**src/rtl/bit_pipe_pkg.sv**
```systemverilog
// bit_pipe_pkg
// Shared types and helpers for the bit-level pipeline valid-token controller.
//   state_t  : controller FSM encoding (IDLE / RUN / DRAIN)
//   popcount : number of set bits in a token-valid vector (up to MAX_STAGES)
package bit_pipe_pkg;

    localparam int MAX_STAGES = 32;
    localparam int CNT_RES_W  = 6;

    typedef enum logic [1:0] {
        IDLE  = 2'b00,
        RUN   = 2'b01,
        DRAIN = 2'b10
    } state_t;

    // Callers zero-extend their STAGES-wide valid vector to MAX_STAGES.
    function automatic logic [CNT_RES_W-1:0] popcount(input logic [MAX_STAGES-1:0] vec);
        logic [CNT_RES_W-1:0] cnt;
        cnt = '0;
        for (int i = 0; i < MAX_STAGES; i++) begin
            cnt = cnt + {{(CNT_RES_W-1){1'b0}}, vec[i]};
        end
        return cnt;
    endfunction

endpackage

```
**src/rtl/bit_pipe_tok.sv**
```systemverilog
// bit_pipe_tok
// Valid/last token for one datapath register bank.
//   clk, rst_n     : clock, async active-low reset
//   i_clr          : synchronous flush of this token
//   i_prev_v       : upstream token valid (bank 0: accepted input word)
//   i_prev_l       : upstream last bit (bank 0: in_last)
//   i_ready_next   : ready of the downstream bank (r[i+1])
//   o_v, o_l       : token valid / last-word flag held by this bank
//   o_ready        : r[i], this bank can take a word this cycle
//   o_en           : clock enable for this bank's datapath registers
module bit_pipe_tok (
    input  logic clk,
    input  logic rst_n,
    input  logic i_clr,
    input  logic i_prev_v,
    input  logic i_prev_l,
    input  logic i_ready_next,
    output logic o_v,
    output logic o_l,
    output logic o_ready,
    output logic o_en
);

    logic r_v;
    logic r_l;

    // An empty bank is always ready, which is what collapses bubbles.
    assign o_ready = !r_v | i_ready_next;
    assign o_en    = o_ready & i_prev_v & !i_clr;

    // NOTE: state registers use non-blocking assignments so every bank samples
    // its neighbours' pre-edge values, giving true shift-register behaviour.
    always_ff @(posedge clk or negedge rst_n) begin
        if (!rst_n) begin
            r_v <= 1'b0;
            r_l <= 1'b0;
        end else if (i_clr) begin
            r_v <= 1'b0;
            r_l <= 1'b0;
        end else if (o_en) begin
            r_v <= 1'b1;
            r_l <= i_prev_l;
        end else if (i_ready_next) begin
            // Word moved on and nothing replaced it; last bit is left as-is.
            r_v <= 1'b0;
        end
    end

    assign o_v = r_v;
    assign o_l = r_l;

endmodule

```
**src/rtl/bit_pipe_ctrl.sv**
```systemverilog
// bit_pipe_ctrl
// Valid-token controller sequencing a STAGES-deep bit-level pipelined datapath.
//   clk, rst_n            : clock, async active-low reset
//   in_valid/in_ready     : upstream elastic handshake, in_last marks frame end
//   flush                 : synchronous abort of every in-flight word
//   out_valid/out_ready   : downstream handshake, out_last marks frame end
//   stage_en[STAGES]      : per-bank clock enable, bit 0 is the input bank
//   stage_clr             : shared clear to all bank flip-flops
//   occupancy             : number of valid words in flight
//   busy                  : frame in progress (state not IDLE)
//   done                  : one-cycle pulse after the frame's last word leaves
module bit_pipe_ctrl
    import bit_pipe_pkg::*;
#(
    parameter int STAGES = 4,
    parameter int CNT_W  = 3
) (
    input  logic              clk,
    input  logic              rst_n,
    input  logic              in_valid,
    output logic              in_ready,
    input  logic              in_last,
    input  logic              flush,
    output logic              out_valid,
    input  logic              out_ready,
    output logic              out_last,
    output logic [STAGES-1:0] stage_en,
    output logic              stage_clr,
    output logic [CNT_W-1:0]  occupancy,
    output logic              busy,
    output logic              done
);

    state_t r_state;
    state_t w_state_nxt;
    logic   r_done;
    logic   w_done_nxt;

    logic [STAGES:0]   w_r;
    logic [STAGES-1:0] w_v;
    logic [STAGES-1:0] w_l;
    logic [STAGES-1:0] w_prev_v;
    logic [STAGES-1:0] w_prev_l;
    logic              w_in_fire;
    logic              w_out_fire;

    assign w_r[STAGES] = out_ready;
    assign in_ready    = w_r[0] & (r_state != DRAIN) & !flush;
    assign w_in_fire   = in_valid & in_ready;

    // Bank 0 is fed by the input handshake, every other bank by its predecessor.
    assign w_prev_v = {w_v[STAGES-2:0], w_in_fire};
    assign w_prev_l = {w_l[STAGES-2:0], in_last};

    for (genvar g = 0; g < STAGES; g++) begin : g_tok
        bit_pipe_tok u_tok (
            .clk          (clk),
            .rst_n        (rst_n),
            .i_clr        (flush),
            .i_prev_v     (w_prev_v[g]),
            .i_prev_l     (w_prev_l[g]),
            .i_ready_next (w_r[g+1]),
            .o_v          (w_v[g]),
            .o_l          (w_l[g]),
            .o_ready      (w_r[g]),
            .o_en         (stage_en[g])
        );
    end

    assign out_valid  = w_v[STAGES-1];
    assign out_last   = w_l[STAGES-1];
    assign w_out_fire = out_valid & out_ready;
    assign stage_clr  = flush;

    // Derived from the token registers, so it is a clean registered count.
    assign occupancy = CNT_W'(popcount({{(MAX_STAGES-STAGES){1'b0}}, w_v}));

    // NOTE: every signal written here gets a default first, so no path can
    // leave it unassigned and infer a latch.
    always_comb begin
        w_state_nxt = r_state;
        w_done_nxt  = 1'b0;
        if (flush) begin
            w_state_nxt = IDLE;
        end else begin
            unique case (r_state)
                IDLE: begin
                    if (w_in_fire) w_state_nxt = in_last ? DRAIN : RUN;
                end
                RUN: begin
                    if (w_in_fire && in_last) w_state_nxt = DRAIN;
                end
                DRAIN: begin
                    if (w_out_fire && out_last) begin
                        w_state_nxt = IDLE;
                        w_done_nxt  = 1'b1;
                    end
                end
                default: w_state_nxt = IDLE;
            endcase
        end
    end

    always_ff @(posedge clk or negedge rst_n) begin
        if (!rst_n) begin
            r_state <= IDLE;
            r_done  <= 1'b0;
        end else begin
            r_state <= w_state_nxt;
            r_done  <= w_done_nxt;
        end
    end

    assign busy = (r_state != IDLE);
    assign done = r_done;

endmodule

```
**config.mk**
```make
export PLATFORM = sky130hd
export DESIGN_NAME = bit_pipe_ctrl
export DESIGN_NICKNAME = d
export VERILOG_FILES = /design/src/rtl/bit_pipe_pkg.sv /design/src/rtl/bit_pipe_tok.sv /design/src/rtl/bit_pipe_ctrl.sv
export SDC_FILE = /design/constraint.sdc
export NUM_CORES = 1
export LEC_CHECK = 0
export ABC_AREA = 1
export CAP_MARGIN = 25
export CORE_ASPECT_RATIO = 0.75
export CORE_MARGIN = 1.5
export CORE_UTILIZATION = 40
export CTS_BUF_LIST = sky130_fd_sc_hd__clkbuf_16
export DETAILED_ROUTE_END_ITERATION = 10
export PLACE_DENSITY = 0.68
export SLEW_MARGIN = 20
export SYNTH_ARGS = -nofsm -noshare
export SYNTH_HDL_FRONTEND = slang
export SYNTH_SLANG_ARGS = --single-unit
```
**constraint.sdc**
```tcl
create_clock -name clk -period 2.2 [get_ports clk]
set_input_delay 0.44 -clock clk [delete_from_list [all_inputs] [get_ports clk]]
set_output_delay 0.44 -clock clk [all_outputs]
set_load 0.02 [all_outputs]
```
Word-level counts from Yosys, hierarchy flattened

Index checks and enable logic that the tools add are counted.
W data, S select, Z words.

$add $sub $neg: 3
Multiply operators: 0
Divide/modulo/power cells: 0
Magnitude comparators: 0
Equal/unequal tests: 6
Shifts and indexed selects: 0
Multiplexer cells: 29
Bitwise gates (word level): 16
Reduce and logical (&&, ||, !) cells: 18

Operator list:

| cell                 | number |
|---|---|
| $mux W1              | 23 |
| $and A1 B1 Y1        | 12 |
| $reduce_bool A3 Y1   | 4 |
| $mux W2              | 5 |
| $reduce_bool A2 Y1   | 5 |
| $ne A3 B3 Y1 const B | 2 |
| $pmux W2 S3          | 1 |
| $logic_not A1 Y1     | 5 |
| $or A1 B1 Y1         | 4 |
| $add A2 B1 Y3        | 1 |
| $add A3 B1 Y3        | 1 |
| $ne A3 B2 Y1 const B | 1 |
| $reduce_and A3 Y1    | 1 |
| $add A1 B1 Y2        | 1 |
| $eq A2 B1 Y1 const B | 1 |
| $eq A2 B2 Y1 const B | 1 |
| $logic_and A1 B1 Y1  | 2 |
| $logic_not A2 Y1     | 1 |
| $ne A2 B2 Y1 const B | 1 |

Register bits after elaboration: 11
Bits in latches: 0
RAM bits: 0
ROM bits: 0
Word-level logic and storage cells: 82
Memories: 0

Depth between registers and ports, before layout

Word-level depth: 12
Mapped depth: 8
Mapped depth without buffers: 8

Cells and area by module

From an unflattened synthesis, not the netlist that was laid out.

Cell total of the unflattened synthesis: 93
Area, all modules: 705.7 µm²

Modules (own cells, without submodules):

| module        | instances | cells each | area each (µm²) |
|---|---|---|---|
| bit_pipe_tok  | 4         | 12         | 102.6 |
| bit_pipe_ctrl | 1         | 45         | 295.3 |

Least setup slack after synthesis

Ideal clock, no wire load.

Path type: register to output
Start: register g_tok[3].u_tok.r_v
End: output occupancy[1]
Arrival time: 1642 ps
Data required time: 1760 ps
Setup slack: 118 ps
Cell stages (with the launch flop): 6
Buffers on the path: 0
Cells stage by stage: dfrtp_1 > inv_2 > fa_1 > inv_1 > ha_1 > ha_1

Word-level cells in the longest chain between the ends: 1

RTL lines:

| what                   | line                | text |
|---|---|---|
| start, declared        | bit_pipe_tok.sv:24  | `logic r_v;` |
| start signal, assigned | bit_pipe_tok.sv:35  | `r_v <= 1'b0;` |
| start signal, assigned | bit_pipe_tok.sv:38  | `r_v <= 1'b0;` |
| start signal, assigned | bit_pipe_tok.sv:41  | `r_v <= 1'b1;` |
| $add A3 B1 Y3          | bit_pipe_pkg.sv:21  | `cnt = cnt + {{(CNT_RES_W-1){1'b0}}, vec[i]};` |
| end, declared          | bit_pipe_ctrl.sv:29 | `output logic [CNT_W-1:0] occupancy,` |

No other way between the ends.

Worst setup path after layout

Start: register g_tok[1].u_tok.r_v
End: output occupancy[1]

Word-level cells in the longest chain between the ends: 3

RTL lines:

| what                   | line |
|---|---|
| start, declared        | bit_pipe_tok.sv:24 |
| start signal, assigned | bit_pipe_tok.sv:35 |
| start signal, assigned | bit_pipe_tok.sv:38 |
| start signal, assigned | bit_pipe_tok.sv:41 |
| $add A1 B1 Y2          | bit_pipe_pkg.sv:21 |
| $add A2 B1 Y3          | bit_pipe_pkg.sv:21 |
| $add A3 B1 Y3          | bit_pipe_pkg.sv:21 |

No other way between the ends.

==> flow_summary_export.csv <==
group,metric,value,unit
pwr,ir_drop,0.0004498,V
clock_tree,clock_sinks,11,
yosys,synth_area,738.2,µm²
worst_hold_path,hold_path_depth,2,
final_layout,antenna_cells,0,
timing,finalHoldViolations,0,
placed_design,portBuffers,18,
yosys,synth-seq-cells,11,
placed_design,hpwlAfterDp,1216,µm
setup_path,cp_max_fo,2,
clock_tree,cts_inserted_buffers,3,
floorplan,rows,13,
setup_path,slowest_delay,0.57,ns
pwr,switchingPower,0.0002668,W
global_route,grt_first_pass_wirelength,2421,µm
clock_tree,clockRootBuffer,"clkbuf_16",
pwr,p_int,0.0005861,W
floorplan,die_area,2115,µm²
clock_tree,cts-htree-levels,1,
global_route,grt_pass1_vias,533,
setup_path,reg2regPathDepth,10,
clock_tree,cts.clk_slew.worst_paths,0.04,ns
routing,drc,0,
routing,ant_nets,0,
routing,vias,631,
setup_path,path_cells,"inv_2 -> fa_1 -> inv_2 -> ha_4 -> ha_4 -> buf_6",
global_route,grt_max_degree,12,
timing,maxSlewHeadroom,0.6446,
global_route,grt_util_met3,0.06716,
timing,slew_violations,0,
yosys,ys_seq_area_frac,0.3729,
routing,drt-initial-drc-count,7,
pwr,p_total,0.0008529,W
pwr,p_per_area,749.9,nW/µm²
floorplan,die_h,40.21,µm
final_layout,drive_above_1_share,0.4370,
timing,worst_slack,-0.03150,ns
floorplan,io_pins,19,
setup_path,worstPathRequired,1.76,ns
routing,vias_per_cell,4.475,
setup_path,critPathKind,"reg2out",
clock_tree,clockBufferDepth,2,
floorplan,fp.dieW,52.61,µm
timing,setup_viol,1,
yosys,syn-num-nets,92,
routing,avgRoutedWirePerCell,11.23,µm
global_route,grt-ovfl-total,0,
final_layout,syn2layout_area_growth,54.07,%
timing,worst_slew_pin_slew,0.5314,ns
run_status,violations,"setup timing",
clock_tree,cts_tree,"built",
global_route,met2_usage,0.2625,
routing,drtPass1Iterations,4,
setup_path,slowest_stage,"fa_1",
final_layout,final_core_util,0.6535,
timing,final.period_utilization,1.014,
yosys,syn_avg_cell_area,8.894,µm²
routing,wl,1584,µm
placed_design,gp_congestion,0.7523,
clock_tree,hold_buffers,0,
pwr,pwr-share-clk,0.385,
worst_hold_path,hold_path.class,"reg2reg",
yosys,syn_inst,83,
global_route,grtUsageMet1,0.2164,
clock_tree,clk_latency,0.24,ns
floorplan,floorplan.initialDensity,0.4242,
floorplan,core,1740,µm²
timing,finalClockSkew,0.0003218,ns
run_status,status,"finished, violations left",
setup_path,start_kind,"flop",
flow_run,drv_cap,0,
global_route,antenna_found_initial,0,
final_layout,layout.nets,129,
final_layout,fin_area,1137,µm²
timing,rsz0062_at_grt,"yes",
setup_path,endpoint_kind,"primary output",
global_route,grt_most_used_layer,"met2",
pwr,power.leakage,0.5655,nW
pwr,switching_share,0.3129,
global_route,grt_usage,0.1715,
placed_design,place_area,1027,µm²
timing,period_minus_slack,2.231,ns
pwr,power_frac_seq,0.280,
timing,whs,0.5294,ns
yosys,yosysWarnings,0,
yosys,ys_types,24,
timing,tns,-0.03150,ns
setup_path,worstPathArrival,1.79,ns
timing,fmax,0.4481,GHz
pwr,power.share.combinational,0.335,
[worst max-delay path: cells and delay by family, from the launching register on]
kind / cells / cell delay [ns]
fa+ha+maj: 3 / 0.97
buf+inv: 3 / 0.21
flops: 1 / 0.36
[sequential cells by signal, summed over array words and instances, names as in the netlist]
name	count
r_state	2
done	1
g_tok.u_tok.o_l	4
g_tok.u_tok.o_v	4
[cell families (layout without fill, tap and decap cells)]
group | count (synthesis) | after routing | synth area share
buffers and inverters | 24 | 60 | 0.1593
flip-flops | 11 | 11 | 0.3729
AND/OR/NAND/NOR | 33 | 33 | 0.2949
adder cells (fa/ha/maj) | 3 | 3 | 0.06101
AO/OA/AOI/OAI | 12 | 12 | 0.1119
[cell usage after synthesis]
master	number	area, µm²
dfrtp_1	11	275.3
inv_1	11	41.29
nand2_1	9	33.78
nor2_1	8	30.03
a21oi_1	7	35.03
inv_2	6	22.52
buf_4	5	37.54
nand2_2	4	25.02
nand3_1	3	15.01
nor2_4	3	33.78
ha_1	2	25.02
o21ai_1	2	10.01
a21oi_2	1	8.760
buf_2	1	5.000
buf_6	1	11.26
fa_1	1	20.02
nand3_2	1	10.01
nand4_2	1	12.51
nand4_4	1	21.27
nor2_8	1	20.02
nor3_2	1	10.01
nor4_1	1	6.260
o31ai_1	1	7.510
o31ai_4	1	21.27
[metrics by stage]
stage	worst slack [ns]	instances
6_report	-0.03150	141
5_1_grt	-0.07849	141
4_1_cts	-0.05518	138
3_5_place_dp	-0.2208	134
3_3_place_gp	-0.2206	134
2_1_floorplan	0.1182	83
[cell usage in the layout (no fill, tap or decap), types with 2 or more instances in the layout]
cell,instances
buf_4,22
nor2_4,3
nor2_1,8
o21ai_1,2
nand2_2,4
inv_2,8
clkbuf_16,3
ha_4,2
dlygate4sd2_1,4
nand3_1,3
inv_1,10
nand2_1,9
clkdlybuf4s50_1,9
a21oi_1,7
dfrtp_1,11
[metal layers]
layer / wire (µm) / share of wire
met1: 742 / 0.47
met2: 740 / 0.47
met3: 83 / 0.052
met4: 19 / 0.012
met5: 0 / 0
[cell type report]
type	count	area (µm²)
clock buffers	3	75.07
clock inverters	1	3.754
fillers	145	603.1
inverters	17	63.81
multi-input cells	48	370.4
flip-flops and latches	11	275.3
well taps	22	27.53
repair buffers	39	321.6
[power groups by stage]
stage	Clock, W	Sequential (W)	Combinational [W]
floorplan	0	0.000244	0.000177
global placement	0	0.000241	0.000284
detailed placement	0	0.000241	0.000288
CTS	0.000340	0.000238	0.000280
global route	0.000352	0.000241	0.000315
finish	0.000328	0.000239	0.000286
[repair_timing]
item	4_1_cts	5_1_grt
buffers inserted	0	3
hold endpoints to repair	0	0
pin swaps	0	3
resized for setup	17	12
endpoints found under the setup margin	9	5
[final timing paths]
kind | from | end | slack, ns
min in group asynchronous | rst_n | done | 0.55
worst min-delay path | g_tok[1].u_tok.o_l | g_tok[1].u_tok.o_l | 0.53
max in group asynchronous | rst_n | g_tok[1].u_tok.o_l | 1.29
worst min register to register | g_tok[1].u_tok.o_l | g_tok[1].u_tok.o_l | 0.53
worst max register to register | g_tok[3].u_tok.o_v | r_state[1] | 0.74
worst max-delay path | g_tok[1].u_tok.o_v | occupancy[1] | -0.03
Power figures use the tool's default switching activity.
